## src/rtl/fpu_pkg.sv

```systemverilog
// Shared FPU types and FP32 format constants used across the execute cluster.
package fpu_pkg;
   localparam int FP32_BIAS  = 127;
   localparam int FP32_EXP_W = 8;
   localparam int FP32_MAN_W = 23;

   typedef struct packed {
      logic                  sign;
      logic [FP32_EXP_W-1:0] exp;
      logic [FP32_MAN_W-1:0] man;
   } fp32_t;

   typedef logic [4:0] fpu_tag_t;
endpackage

```

## src/rtl/itof_pipeline_if.sv

```systemverilog
// Issue-side and writeback-side valid/ready handshake of the int-to-float unit.
interface itof_pipeline_if;
   import fpu_pkg::*;

   logic        in_valid;
   logic        in_ready;
   logic [31:0] in_data;
   logic        in_unsigned;
   fpu_tag_t    in_tag;
   logic        out_valid;
   logic        out_ready;
   logic [31:0] out_data;
   fpu_tag_t    out_tag;
   logic        out_inexact;

   modport master (
      output in_valid, in_data, in_unsigned, in_tag, out_ready,
      input  in_ready, out_valid, out_data, out_tag, out_inexact
   );

   modport slave (
      input  in_valid, in_data, in_unsigned, in_tag, out_ready,
      output in_ready, out_valid, out_data, out_tag, out_inexact
   );
endinterface

```

## src/rtl/lzc32.sv

```systemverilog
// Combinational 32-bit leading-zero counter; count = 32 for an all-zero value.
module lzc32 (
   input  logic [31:0] value,
   output logic [5:0]  count
);
   function automatic logic [3:0] lzc8(input logic [7:0] v);
      lzc8 = 4'd8;
      for (int i = 0; i < 8; i++) begin
         if (v[i]) lzc8 = 4'(7 - i);
      end
   endfunction

   logic [3:0][3:0] c8;
   logic [4:0]      c16_lo;
   logic [4:0]      c16_hi;

   // Byte counts merge pairwise; bit 3/4 of a partial count flags an all-zero half.
   // NOTE: every always_comb output gets a value on every path, so no latch is inferred.
   always_comb begin
      for (int i = 0; i < 4; i++) c8[i] = lzc8(value[8*i +: 8]);
      c16_lo = c8[1][3] ? (5'd8 + {1'b0, c8[0]}) : {1'b0, c8[1]};
      c16_hi = c8[3][3] ? (5'd8 + {1'b0, c8[2]}) : {1'b0, c8[3]};
      count  = c16_hi[4] ? (6'd16 + {1'b0, c16_lo}) : {1'b0, c16_hi};
   end
endmodule

```

## src/rtl/itof_pipeline.sv

```systemverilog
// Two-stage int32/uint32 to FP32 converter (fcvt.s.w / fcvt.s.wu), round-to-nearest-even.
module itof_pipeline
   import fpu_pkg::*;
(
   input  logic              clk,
   input  logic              rst_n,
   input  logic              flush,
   itof_pipeline_if.slave    bus
);
   localparam logic [7:0] EXP_BASE = 8'(FP32_BIAS + 31);

   logic        s1_valid;
   logic        s1_sign;
   logic [31:0] s1_abs;
   fpu_tag_t    s1_tag;

   logic        out_valid;
   logic [31:0] out_data;
   fpu_tag_t    out_tag;
   logic        out_inexact;

   logic        s2_adv;
   logic        s1_adv;
   logic        in_sign;
   logic [31:0] in_abs;

   logic [5:0]  lzc;
   logic [31:0] norm;
   logic [7:0]  exp_raw;
   logic [7:0]  exp_rnd;
   logic [23:0] man_sum;
   logic [22:0] man_rnd;
   logic        guard;
   logic        sticky;
   logic        round_up;
   fp32_t       result;

   assign s2_adv       = !out_valid || bus.out_ready;
   assign s1_adv       = !s1_valid || s2_adv;
   assign bus.in_ready = s1_adv && rst_n;

   assign in_sign = bus.in_data[31] && !bus.in_unsigned;
   assign in_abs  = in_sign ? (~bus.in_data + 32'd1) : bus.in_data;

   lzc32 u_lzc (
      .value (s1_abs),
      .count (lzc)
   );

   // A zero operand is forced to +0 so the biased exponent of 126 never leaks out.
   always_comb begin
      norm     = s1_abs << lzc;
      exp_raw  = EXP_BASE - {2'b00, lzc};
      guard    = norm[7];
      sticky   = |norm[6:0];
      round_up = guard && (sticky || norm[8]);
      man_sum  = {1'b0, norm[30:8]} + {23'd0, round_up};
      exp_rnd  = man_sum[23] ? (exp_raw + 8'd1) : exp_raw;
      man_rnd  = man_sum[23] ? 23'd0 : man_sum[22:0];
      result   = '0;
      if (s1_abs != 32'd0) result = '{sign: s1_sign, exp: exp_rnd, man: man_rnd};
   end

   // NOTE: sequential state uses non-blocking assignments so both stages sample pre-edge values.
   always_ff @(posedge clk or negedge rst_n) begin
      if (!rst_n) begin
         // NOTE: data registers are reset too, so outputs read as zero during reset.
         s1_valid    <= 1'b0;
         s1_sign     <= 1'b0;
         s1_abs      <= '0;
         s1_tag      <= '0;
         out_valid   <= 1'b0;
         out_data    <= '0;
         out_tag     <= '0;
         out_inexact <= 1'b0;
      end else if (flush) begin
         s1_valid  <= 1'b0;
         out_valid <= 1'b0;
      end else begin
         if (s2_adv) begin
            out_valid <= s1_valid;
            if (s1_valid) begin
               out_data    <= result;
               out_tag     <= s1_tag;
               out_inexact <= guard || sticky;
            end
         end
         if (s1_adv) begin
            s1_valid <= bus.in_valid;
            if (bus.in_valid) begin
               s1_sign <= in_sign;
               s1_abs  <= in_abs;
               s1_tag  <= bus.in_tag;
            end
         end
      end
   end

   assign bus.out_valid   = out_valid;
   assign bus.out_data    = out_data;
   assign bus.out_tag     = out_tag;
   assign bus.out_inexact = out_inexact;
endmodule

```

## src/flat_wrapper.sv

```systemverilog
// flat-port wrapper written by rule: the top's interface ports become plain ports
module itof_pipeline_flat import fpu_pkg::*;
  (clk, rst_n, flush, bus_in_valid, bus_in_data, bus_in_unsigned, bus_in_tag, bus_out_ready, bus_in_ready, bus_out_valid, bus_out_data, bus_out_tag, bus_out_inexact);
  itof_pipeline_if bus_i ();
  input  logic clk;
  input  logic rst_n;
  input  logic flush;
  input wire logic [$bits(bus_i.in_valid)-1:0] bus_in_valid;
  input wire logic [$bits(bus_i.in_data)-1:0] bus_in_data;
  input wire logic [$bits(bus_i.in_unsigned)-1:0] bus_in_unsigned;
  input wire logic [$bits(bus_i.in_tag)-1:0] bus_in_tag;
  input wire logic [$bits(bus_i.out_ready)-1:0] bus_out_ready;
  output wire logic [$bits(bus_i.in_ready)-1:0] bus_in_ready;
  output wire logic [$bits(bus_i.out_valid)-1:0] bus_out_valid;
  output wire logic [$bits(bus_i.out_data)-1:0] bus_out_data;
  output wire logic [$bits(bus_i.out_tag)-1:0] bus_out_tag;
  output wire logic [$bits(bus_i.out_inexact)-1:0] bus_out_inexact;
  assign bus_i.in_valid = bus_in_valid;
  assign bus_i.in_data = bus_in_data;
  assign bus_i.in_unsigned = bus_in_unsigned;
  assign bus_i.in_tag = bus_in_tag;
  assign bus_i.out_ready = bus_out_ready;
  assign bus_in_ready = bus_i.in_ready;
  assign bus_out_valid = bus_i.out_valid;
  assign bus_out_data = bus_i.out_data;
  assign bus_out_tag = bus_i.out_tag;
  assign bus_out_inexact = bus_i.out_inexact;
  itof_pipeline u_core (.clk(clk), .rst_n(rst_n), .flush(flush), .bus(bus_i));
endmodule
```

## config.mk

```make
export PLATFORM = sky130hd
export DESIGN_NAME = itof_pipeline_flat
export DESIGN_NICKNAME = d
export VERILOG_FILES = /design/src/rtl/fpu_pkg.sv /design/src/rtl/itof_pipeline_if.sv /design/src/rtl/lzc32.sv /design/src/rtl/itof_pipeline.sv /design/src/flat_wrapper.sv
export SDC_FILE = /design/constraint.sdc
export NUM_CORES = 1
export LEC_CHECK = 0
export CAP_MARGIN = 20
export CORE_AREA = 8 8 127 129
export CTS_CLUSTER_SIZE = 24
export DETAILED_ROUTE_END_ITERATION = 12
export DIE_AREA = 0 0 135 137
export PLACE_DENSITY = 0.87
export SYNTH_ARGS = -nofsm -noshare
export SYNTH_HDL_FRONTEND = slang
export SYNTH_HIERARCHICAL = 1
export SYNTH_SLANG_ARGS = --single-unit
```

## constraint.sdc

```tcl
create_clock -name clk -period 4.32 [get_ports clk]
set_clock_uncertainty 0.1 [all_clocks]
set_input_delay 1.08 -clock clk [delete_from_list [all_inputs] [get_ports clk]]
set_output_delay 1.08 -clock clk [all_outputs]
set_load 0.02 [all_outputs]
```

==> results.py, run 1 <==
metrics = {
    "cells_and_area": {
        "final_util_pct": 69.7,
        "diodes": 0,
        "area_growth_syn_to_layout_pct": 37.2,
        "multiInputGateArea_um2": 5200,
        "regArea_um2": 1950,
        "final_nets": 1047,
        "drive_gt1_share_pct": 29.4,
        "nFillCells": 1045,
    },
    "global_routing": {
        "track_usage_pct": 25.2,
        "grt_overflow": 0,
        "grt_pass1_wl_um": 37500,
        "grt_max_degree": 53,
        "grt_pass1_vias": 7339,
        "antenna_found_initial": 0,
    },
    "sta": {
        "hold_violations": 0,
        "slew_viol_final": 0,
        "finalSetupViolCount": 0,
        "period_minus_slack_ps": 4320,
        "fin_ws_ps": 1.65,
        "worst_pin_slew_ps": 805,
        "max_freq_mhz": 232,
        "min_period_over_period_pct": 100,
        "timing.hold.ws_ps": 374,
        "slew_headroom_pct": 46.2,
        "setup-tns-final_ps": 0,
        "rsz0062_at_grt": "true",
    },
    "synth": {
        "synth_area_per_cell_um2": 8.97,
        "synthFlopType": "dfrtp_1",
        "synth_top_area_cell": "dfrtp_1",
        "ys_ff_latch": 78,
        "synth_edf_count": 0,
        "synthTopCellsByArea": "dfrtp_1, mux4_2, nand2_1, mux2i_1, mux2_2",
        "synth_area_um2": 7210,
        "synth.top_cell.area_share_pct": 27.1,
        "postSynthCellCount": 804,
        "seq_area_frac_synth_pct": 27.1,
        "synth_nets": 850,
        "yosys.cell_types.count": 88,
        "yosysWarnings": 6,
        "synthArstFlopShare_pct": 100,
    },
    "clock_network": {
        "htree_levels": 3,
        "cts_root_buf": "clkbuf_16",
        "path_clk_slew_ps": 60,
        "numCtsBuffers": 9,
        "clock_path_buffers": 2,
        "insertion_delay_ps": 360,
        "cts_tree": "yes",
        "hold_buffers": 0,
        "cts_sinks": 78,
    },
    "floorplanning": {
        "core_area_um2": 14200,
        "dieArea_um2": 18500,
        "row_count": 44,
        "fp.dieH_um": 137,
        "initial_utilization_pct": 50.8,
        "io-pin-count": 83,
        "die_w_um": 135,
    },
    "setup_path": {
        "worst-setup-path-type": "flop to flop",
        "crit_required_ps": 4490,
        "start_kind": "flop",
        "cp-end-kind": "flop",
        "path_max_fanout": 8,
        "worstPathArrival_ps": 4490,
    },
    "detailed_routing": {
        "vias_per_cell": 6.31,
        "wl_per_cell_um": 20.1,
        "drt-total-wl_um": 24000,
        "drt_iter0_drc": 580,
        "drt-met1-wl_um": 9350,
        "wl_met2_um": 11800,
        "ant_nets": 0,
        "wl_met3_um": 1780,
        "post-route-drc-count": 0,
        "firstDrtPassIters": 6,
        "vias": 7498,
        "top_layer_used": "met4",
    },
    "run_status": {
        "status": "complete, no violations",
    },
    "power": {
        "cellPowerDensity_nw_per_um2": 489,
        "leakage_nw": 4.04,
        "ir_drop_uv": 281,
    },
    "job": {
        "max-cap-violations": 0,
    },
    "placed_design": {
        "post-place-ws_ps": -155,
        "gp_congestion": 0.978,
        "io_buffers": 82,
        "hpwl_um": 17900,
    },
    "hold_path": {
        "hp-class": "flop to flop",
    },
}
## worst paths after layout
kind,startpoint,to,slack (ps),cells past startpoint
max,u_core/s1_abs[25],u_core/bus.out_data[21],2,16
min,u_core/bus.out_data[13],u_core/bus.out_data[13],370,2
min in group asynchronous,rst_n,u_core/bus.out_data[6],740,2
max in group asynchronous,rst_n,u_core/bus.out_data[13],2450,3
max reg2reg,u_core/s1_abs[25],u_core/bus.out_data[21],2,16
min reg2reg,u_core/bus.out_data[13],u_core/bus.out_data[13],370,2
## cells by family (layout without fill, tap and decap cells)
group,count (synthesis),count (layout),synth area share [%]
simple gates,304,304,22.2
buf+inv,73,274,5.76
xor+xnor,51,51,6.19
flops,78,78,27.1
fa+ha+maj,3,3,0.521
compound gates,206,206,19.8
mux,89,89,18.4
## area by class of cell
type | instances | area share, %
inverters | 14 | 0.531
clock inverters | 5 | 0.354
well taps | 184 | 2.33
repair buffers | 245 | 22.0
clock buffers | 10 | 2.42
flip-flops and latches | 78 | 19.7
multi-input cells | 653 | 52.6
## synth_stat cells, drive strengths merged (22+ instances only)
library cell,n
nand2,101
dfrtp,78
o21ai,67
nor2,54
clkbuf,34
mux2i,33
mux4,29
xor2,28
mux2,27
buf,25
nor4,23
xnor2,23
a21oi,22
## worst max-delay path, cell delays in order, from the launching register on
cell and delay [ps]:
dfrtp_1 400, nor4_4 370, nand2_2 190, nor3_4 230
nor3_2 100, a31oi_4 250, buf_12 170, mux4_2 550
and3_1 250, o41ai_1 450, buf_4 210, a31oi_2 120
nand4bb_4 130, nand3b_4 220, o21ai_4 110, buf_12 200
a22oi_2 180
## state kept, by name, summed over array words and instances (netlist names)
name	count
u_core/s1_tag	5
u_core/bus.out_inexact	1
u_core/bus.out_tag	5
u_core/s1_sign	1
u_core/s1_abs	32
u_core/s1_valid	1
u_core/bus.out_data	32
u_core/bus.out_valid	1
## cells in the final DEF (no fill, tap or decap), types with 15 or more instances in the layout
cell type and instances:
xor2_1 28, nand2_1 99, o31ai_1 15, o21ai_0 54, buf_4 147, xnor2_1 23, clkdlybuf4s50_1 81, nor2_1 52
a21oi_1 20, mux4_2 20, mux2i_1 31, nor2b_1 15, mux2_2 23, dfrtp_1 78, nand3_1 16
## metrics by stage
| stage | area [um^2] | instances | total power, mW |
|---|---|---|---|
| 2_1_floorplan | 7220 | 804 | 2.67 |
| 3_3_place_gp | 9080 | 1152 | 3.77 |
| 3_5_place_dp | 9080 | 1152 | 3.82 |
| 4_1_cts | 9390 | 1168 | 4.56 |
| 5_1_grt | 9890 | 1189 | 5.11 |
| 6_report | 9890 | 1189 | 4.84 |
## layer usage
| metal | global-route usage (%) | up-vias |
|---|---|---|
| met3 | 5.25 | 80 |
| met5 | 0 | - |
| met4 | 12.3 | 0 |
| li1 | - | 3428 |
| met2 | 42.8 | 389 |
| met1 | 29.9 | 3601 |
## report_power, final
group | switching (mW) | total [mW] | internal, mW
logic | 1.56 | 3.08 | 1.52
clock network | 0.318 | 0.720 | 0.402
registers | 0.130 | 1.04 | 0.914
## what timing repair did
| action | in CTS | in global routing |
|---|---|---|
| resized for setup | 5 | 72 |
| gates cloned | 0 | 2 |
| pin swaps | 0 | 26 |
| setup endpoints to repair | 25 | 29 |
| setup buffers | 1 | 20 |
Note: power is estimated with default switching activity, not from simulation.
==> run 2, diff against run 1 <==
CORE_AREA = 8 8 124 126   (was 8 8 127 129)
DIE_AREA = 0 0 132 134   (was 0 0 135 137)
DONT_BUFFER_PORTS = 1   (was unset)
PLACE_DENSITY = 0.82   (was 0.87)
RECOVER_POWER = 25   (was unset)
==> run 2 against run 1 <==
  * Sequential power rose by 18%
  * Final cell count shrank 8.0%
  * Global-route usage decreased by 0.26 points
  * Non-clock buffer count decreased by 93
  * Sequential cell count unchanged
  * Critical path type unchanged
  * Largest cell class unchanged
  * Largest power group unchanged
  * Highest routed layer unchanged
==> results.py, run 2 (same netlist as run 1, synthesis figures left out) <==
metrics = {
    "run_status": {
        "status": "complete, no violations",
    },
    "floorplanning": {
        "die_w_um": 132,
        "dieArea_um2": 17700,
        "fp.dieH_um": 134,
        "initial_utilization_pct": 53.4,
        "core_area_um2": 13500,
        "io-pin-count": 83,
        "row_count": 43,
    },
    "sta": {
        "fin_ws_ps": 17.4,
        "hold_violations": 0,
        "timing.hold.ws_ps": 308,
        "slew_viol_final": 0,
        "worst_pin_slew_ps": 551,
        "finalSetupViolCount": 0,
        "rsz0062_at_grt": "true",
        "period_minus_slack_ps": 4300,
        "max_freq_mhz": 232,
        "min_period_over_period_pct": 99.6,
        "slew_headroom_pct": 63.3,
    },
    "detailed_routing": {
        "vias_per_cell": 6.46,
        "drt-total-wl_um": 22900,
        "ant_nets": 0,
        "post-route-drc-count": 0,
        "firstDrtPassIters": 5,
        "wl_per_cell_um": 21.0,
        "drt_iter0_drc": 750,
        "vias": 7072,
    },
    "cells_and_area": {
        "multiInputGateArea_um2": 5160,
        "nFillCells": 1114,
        "final_nets": 955,
        "layout_common_cells": "buf_4, nand2_1, dfrtp_1",
        "drive_gt1_share_pct": 30.0,
        "regArea_um2": 1950,
        "area_growth_syn_to_layout_pct": 23.5,
        "layout.cells.most_common": "buf_4",
        "diodes": 0,
        "final_util_pct": 66.0,
        "largestRegisters": "u_core/bus.out_data (32), u_core/s1_abs (32)",
    },
    "clock_network": {
        "clock_path_buffers": 2,
        "insertion_delay_ps": 360,
        "path_clk_slew_ps": 70,
        "htree_levels": 3,
        "cts_tree": "yes",
        "cts_sinks": 78,
        "numCtsBuffers": 9,
        "hold_buffers": 0,
        "cts_root_buf": "clkbuf_16",
    },
    "placed_design": {
        "io_buffers": 0,
        "post-place-ws_ps": -184,
        "hpwl_um": 17200,
        "gp_congestion": 1.00,
    },
    "setup_path": {
        "crit_required_ps": 4460,
        "max_stage_delay_ps": 500,
        "worstPathArrival_ps": 4440,
        "path_cells": "nor2b_1, o21ai_0, a211oi_1, nor3_1, a31oi_4, buf_12, buf_4, mux4_2, mux2i_1, a2111oi_0, a221oi_1, nand4bb_4, nand3b_4, or2_1, a221o_1",
        "cp-end-kind": "flop",
        "start_kind": "flop",
        "cpMaxStageDelayCell": "dfrtp_1",
        "path_max_fanout": 12,
        "worst-setup-path-type": "flop to flop",
    },
    "global_routing": {
        "grt_pass1_wl_um": 36000,
        "antenna_found_initial": 0,
        "grt_pass1_vias": 6844,
        "grt_overflow": 0,
        "grt_max_degree": 80,
        "track_usage_pct": 25.0,
    },
    "power": {
        "p_total_mw": 4.58,
        "leakage_nw": 3.66,
        "cellPowerDensity_nw_per_um2": 514,
        "ir_drop_uv": 247,
    },
    "job": {
        "max-cap-violations": 0,
    },
    "hold_path": {
        "hp-class": "input port to async pin",
    },
}
run 2: cell types whose count changed in the layout (fill, tap and decap cells not counted), moves of 3 or more:
cell             before  now
o21ai_2               7    0
buf_6                 9    4
clkdlybuf4s50_1      81    0
mux2_2               23   27
mux2_4                4    0
o21ai_0              54   57
buf_12                5    2
o21ai_1               5    9
buf_4               147  144
run 2: metrics by stage:
stage / std cells / instance area [um^2] / TNS [ps]
2_1_floorplan: 804 / 7220 / 0
3_3_place_gp: 1069 / 8220 / 0
3_5_place_dp: 1069 / 8220 / -1200
4_1_cts: 1088 / 8640 / 0
5_1_grt: 1094 / 8910 / -541
6_report: 1094 / 8910 / 0
run 2: critical path, delay by kind of cell, from the launching register on:
kind            cells  cell delay [ps]
mux                 2              560
simple gates        5             1350
buf+inv             2              330
flops               1              500
compound gates      6             1330
run 2: final cells by class:
| class | instances | share of cell area, % |
|---|---|---|
| flip-flops and latches | 78 | 21.9 |
| inverters | 14 | 0.604 |
| multi-input cells | 654 | 57.9 |
| repair buffers | 152 | 13.3 |
| clock inverters | 6 | 1.03 |
| well taps | 180 | 2.53 |
| clock buffers | 10 | 2.68 |
run 2: final timing paths:
check	startpoint	endpoint	slack, ps	cells after the start
min in group clk	u_core/s1_tag[0]	u_core/s1_tag[0]	400	1
setup reg to reg	u_core/s1_abs[16]	u_core/bus.out_data[23]	20	15
hold reg to reg	u_core/s1_tag[0]	u_core/s1_tag[0]	400	1
max in group asynchronous	rst_n	u_core/s1_abs[29]	3630	0
hold / removal	rst_n	u_core/bus.out_data[14]	310	0
setup / recovery	u_core/s1_abs[16]	u_core/bus.out_data[23]	20	15
run 2: where the power goes:
part	switching, mW	internal (mW)
Combinational	1.28	1.21
Clock	0.335	0.526
Sequential	0.317	0.913
Total	1.93	2.65
run 2: what timing repair did:
item,in CTS,in global routing
setup endpoints to repair,20,28
gates resized for setup,14,37
gates cloned,0,2
pin swaps,1,12
setup buffers,3,4
run 2: metal layers:
metal	up-vias	wire length, um	GRT usage [%]
met1	3439	9300	30.0
met5	-	0	0
met3	70	1680	5.76
met2	322	11100	41.9
li1	3241	-	-
met4	0	905	11.1
==> edit: new RTL, settings of run 2 <==
Reset style: synchronous (`rst_n`), changed in one clocked block.
--- a/src/rtl/itof_pipeline.sv
+++ b/src/rtl/itof_pipeline.sv
@@ -62,7 +62,7 @@
    end
 
    // NOTE: sequential state uses non-blocking assignments so both stages sample pre-edge values.
-   always_ff @(posedge clk or negedge rst_n) begin
+   always_ff @(posedge clk) begin
       if (!rst_n) begin
          // NOTE: data registers are reset too, so outputs read as zero during reset.
          s1_valid    <= 1'b0;
Check against the original RTL: differs if rst_n is asserted again (counterexample within 4 cycles, from zero or initial values and one cycle with rst_n low); with rst_n held inactive, the same outputs for 4 cycles.
==> edit against run 2 <==
- the flow now finishes with violations (negative setup slack)
- power shrank 28%
- setup slack worse by 0.12 ns
- core utilization decreased by 0.38 points
- wire length up 4.3%
- synthesized area fell by 6.2%
- sequential cell count did not move
- die area is the same
- cell area fell by 0.58%
- synthesized cell count is 0.62% lower
- critical path type unchanged
- critical endpoint is now u_core/bus.out_data[22]
- highest routed layer unchanged
==> edit: results (changes against run 2) <==
Max VDD drop 0.0002260 V (-8.6%); placed instance count 1093 (+2.2%); final WL 23930 µm (+4.3%); met3 usage 5.161% (-0.60 points); asr flop ratio synth 0% (-100 points); crit path max fanout 6 (-6); Final Setup Violations 27 (+27); Placed Area 8039 µm² (-2.2%); Synth top cells by count nand2_1, dfxtp_1, nor2_1; CP Capture Point u_core/bus.out_data[22]; met2 GRT Util 41.74% (-0.17 points); largest cells by area after synthesis dfxtp_1, mux4_2, nand2_1; Post-Synth Adder-Cell Area 0.5547% (+0.034 points); status finished with violations; cells on worst reg2reg path 17 (+2); Worst R2R End u_core/bus.out_data[22]; post-synth cell types 84 (-4.5%); first-pass GRT wire length 36290 µm (+0.81%); WHS 0.3715 ns (+0.06332 ns); gr usage total 24.85% (-0.11 points); commonest register cell after synthesis dfxtp_1; Avg Cell Area, Syn 8.469 µm² (-5.6%); Post-Synth XOR/XNOR Area 6.342% (+0.15 points); Synth Area in Compound Gates 22.98% (+3.2 points); Critical Path AT 4.56 ns (+0.12 ns); Final WS setup -0.1054 ns (-0.1228 ns); Vias 7146 (+1.0%); Pre-antenna DRT Iters 7 (+2); met1 usage 28.93% (-1.1 points); Post-Syn Nets 845 (-0.59%); violated checks negative setup slack; post-synthesis mux area share 16.62% (-1.8 points); Leakage Power 3.788 nW (+3.6%); DP Worst Slack -0.2403 ns (-0.05603 ns); Nets 990 (+3.7%); number of DRC markers in iteration 0 684 (-8.8%); Worst path max stage delay 0.58 ns (+0.08 ns); reg2reg start u_core/s1_abs[31]
-- edit: cell count changes after synthesis, moves of 7 or more --
cell      before  now
o211a_1        1   29
dfxtp_1        0   78
xnor2_1       23   32
xor2_1        28   17
o31ai_1       15    8
o21ai_0       57   38
a21boi_0       0    8
dfrtp_1       78    0
mux2_2        27   10
o21ai_2        1    9
a21oi_1       22   33
-- edit: worst min-delay path by stage --
stage,end,cells after the start
after floorplan,u_core/s1_tag[0],2
after global placement,u_core/s1_tag[4],2
after detailed placement,u_core/s1_tag[1],2
after CTS,u_core/s1_tag[0],2
after global routing,u_core/s1_tag[3],2
final,u_core/s1_tag[1],2
-- edit: power breakdown --
group	internal [mW]	total (mW)	switching, mW
Clock	0.414	0.736	0.322
Sequential	0.752	0.794	0.0416
Combinational	0.858	1.75	0.896
Total	2.02	3.28	1.26
-- edit: layout make-up --
class                           instances  area, µm²
Sequential cell                        78       1568
Multi-Input combinational cell        655       5191
Tap cell                              180      225.2
Fill cell                            1078       4649
Clock inverter                          6      53.80
Clock buffer                           10      239.0
Inverter                               15      56.30
Timing Repair Buffer                  185       1521
-- edit: worst min-delay path, stage by stage, from the launching register on --
cell,delay (ns)
dfxtp_1,0.31
nand2_1,0.05
a21boi_0,0.06
-- edit: routing by layer --
metal	wire length, µm	part of all wire [%]	vias to the layer above
met3	1817	7.6	82
met4	1146	4.8	0
met5	0	0	-
li1	-	-	3283
met2	11510	48	372
met1	9455	40	3409
-- edit: timing repair --
item	CTS	global route
cloned	1	2
endpoints found under the setup margin	28	29
pin swaps	4	34
gates resized for setup	21	58
buffers inserted	6	14
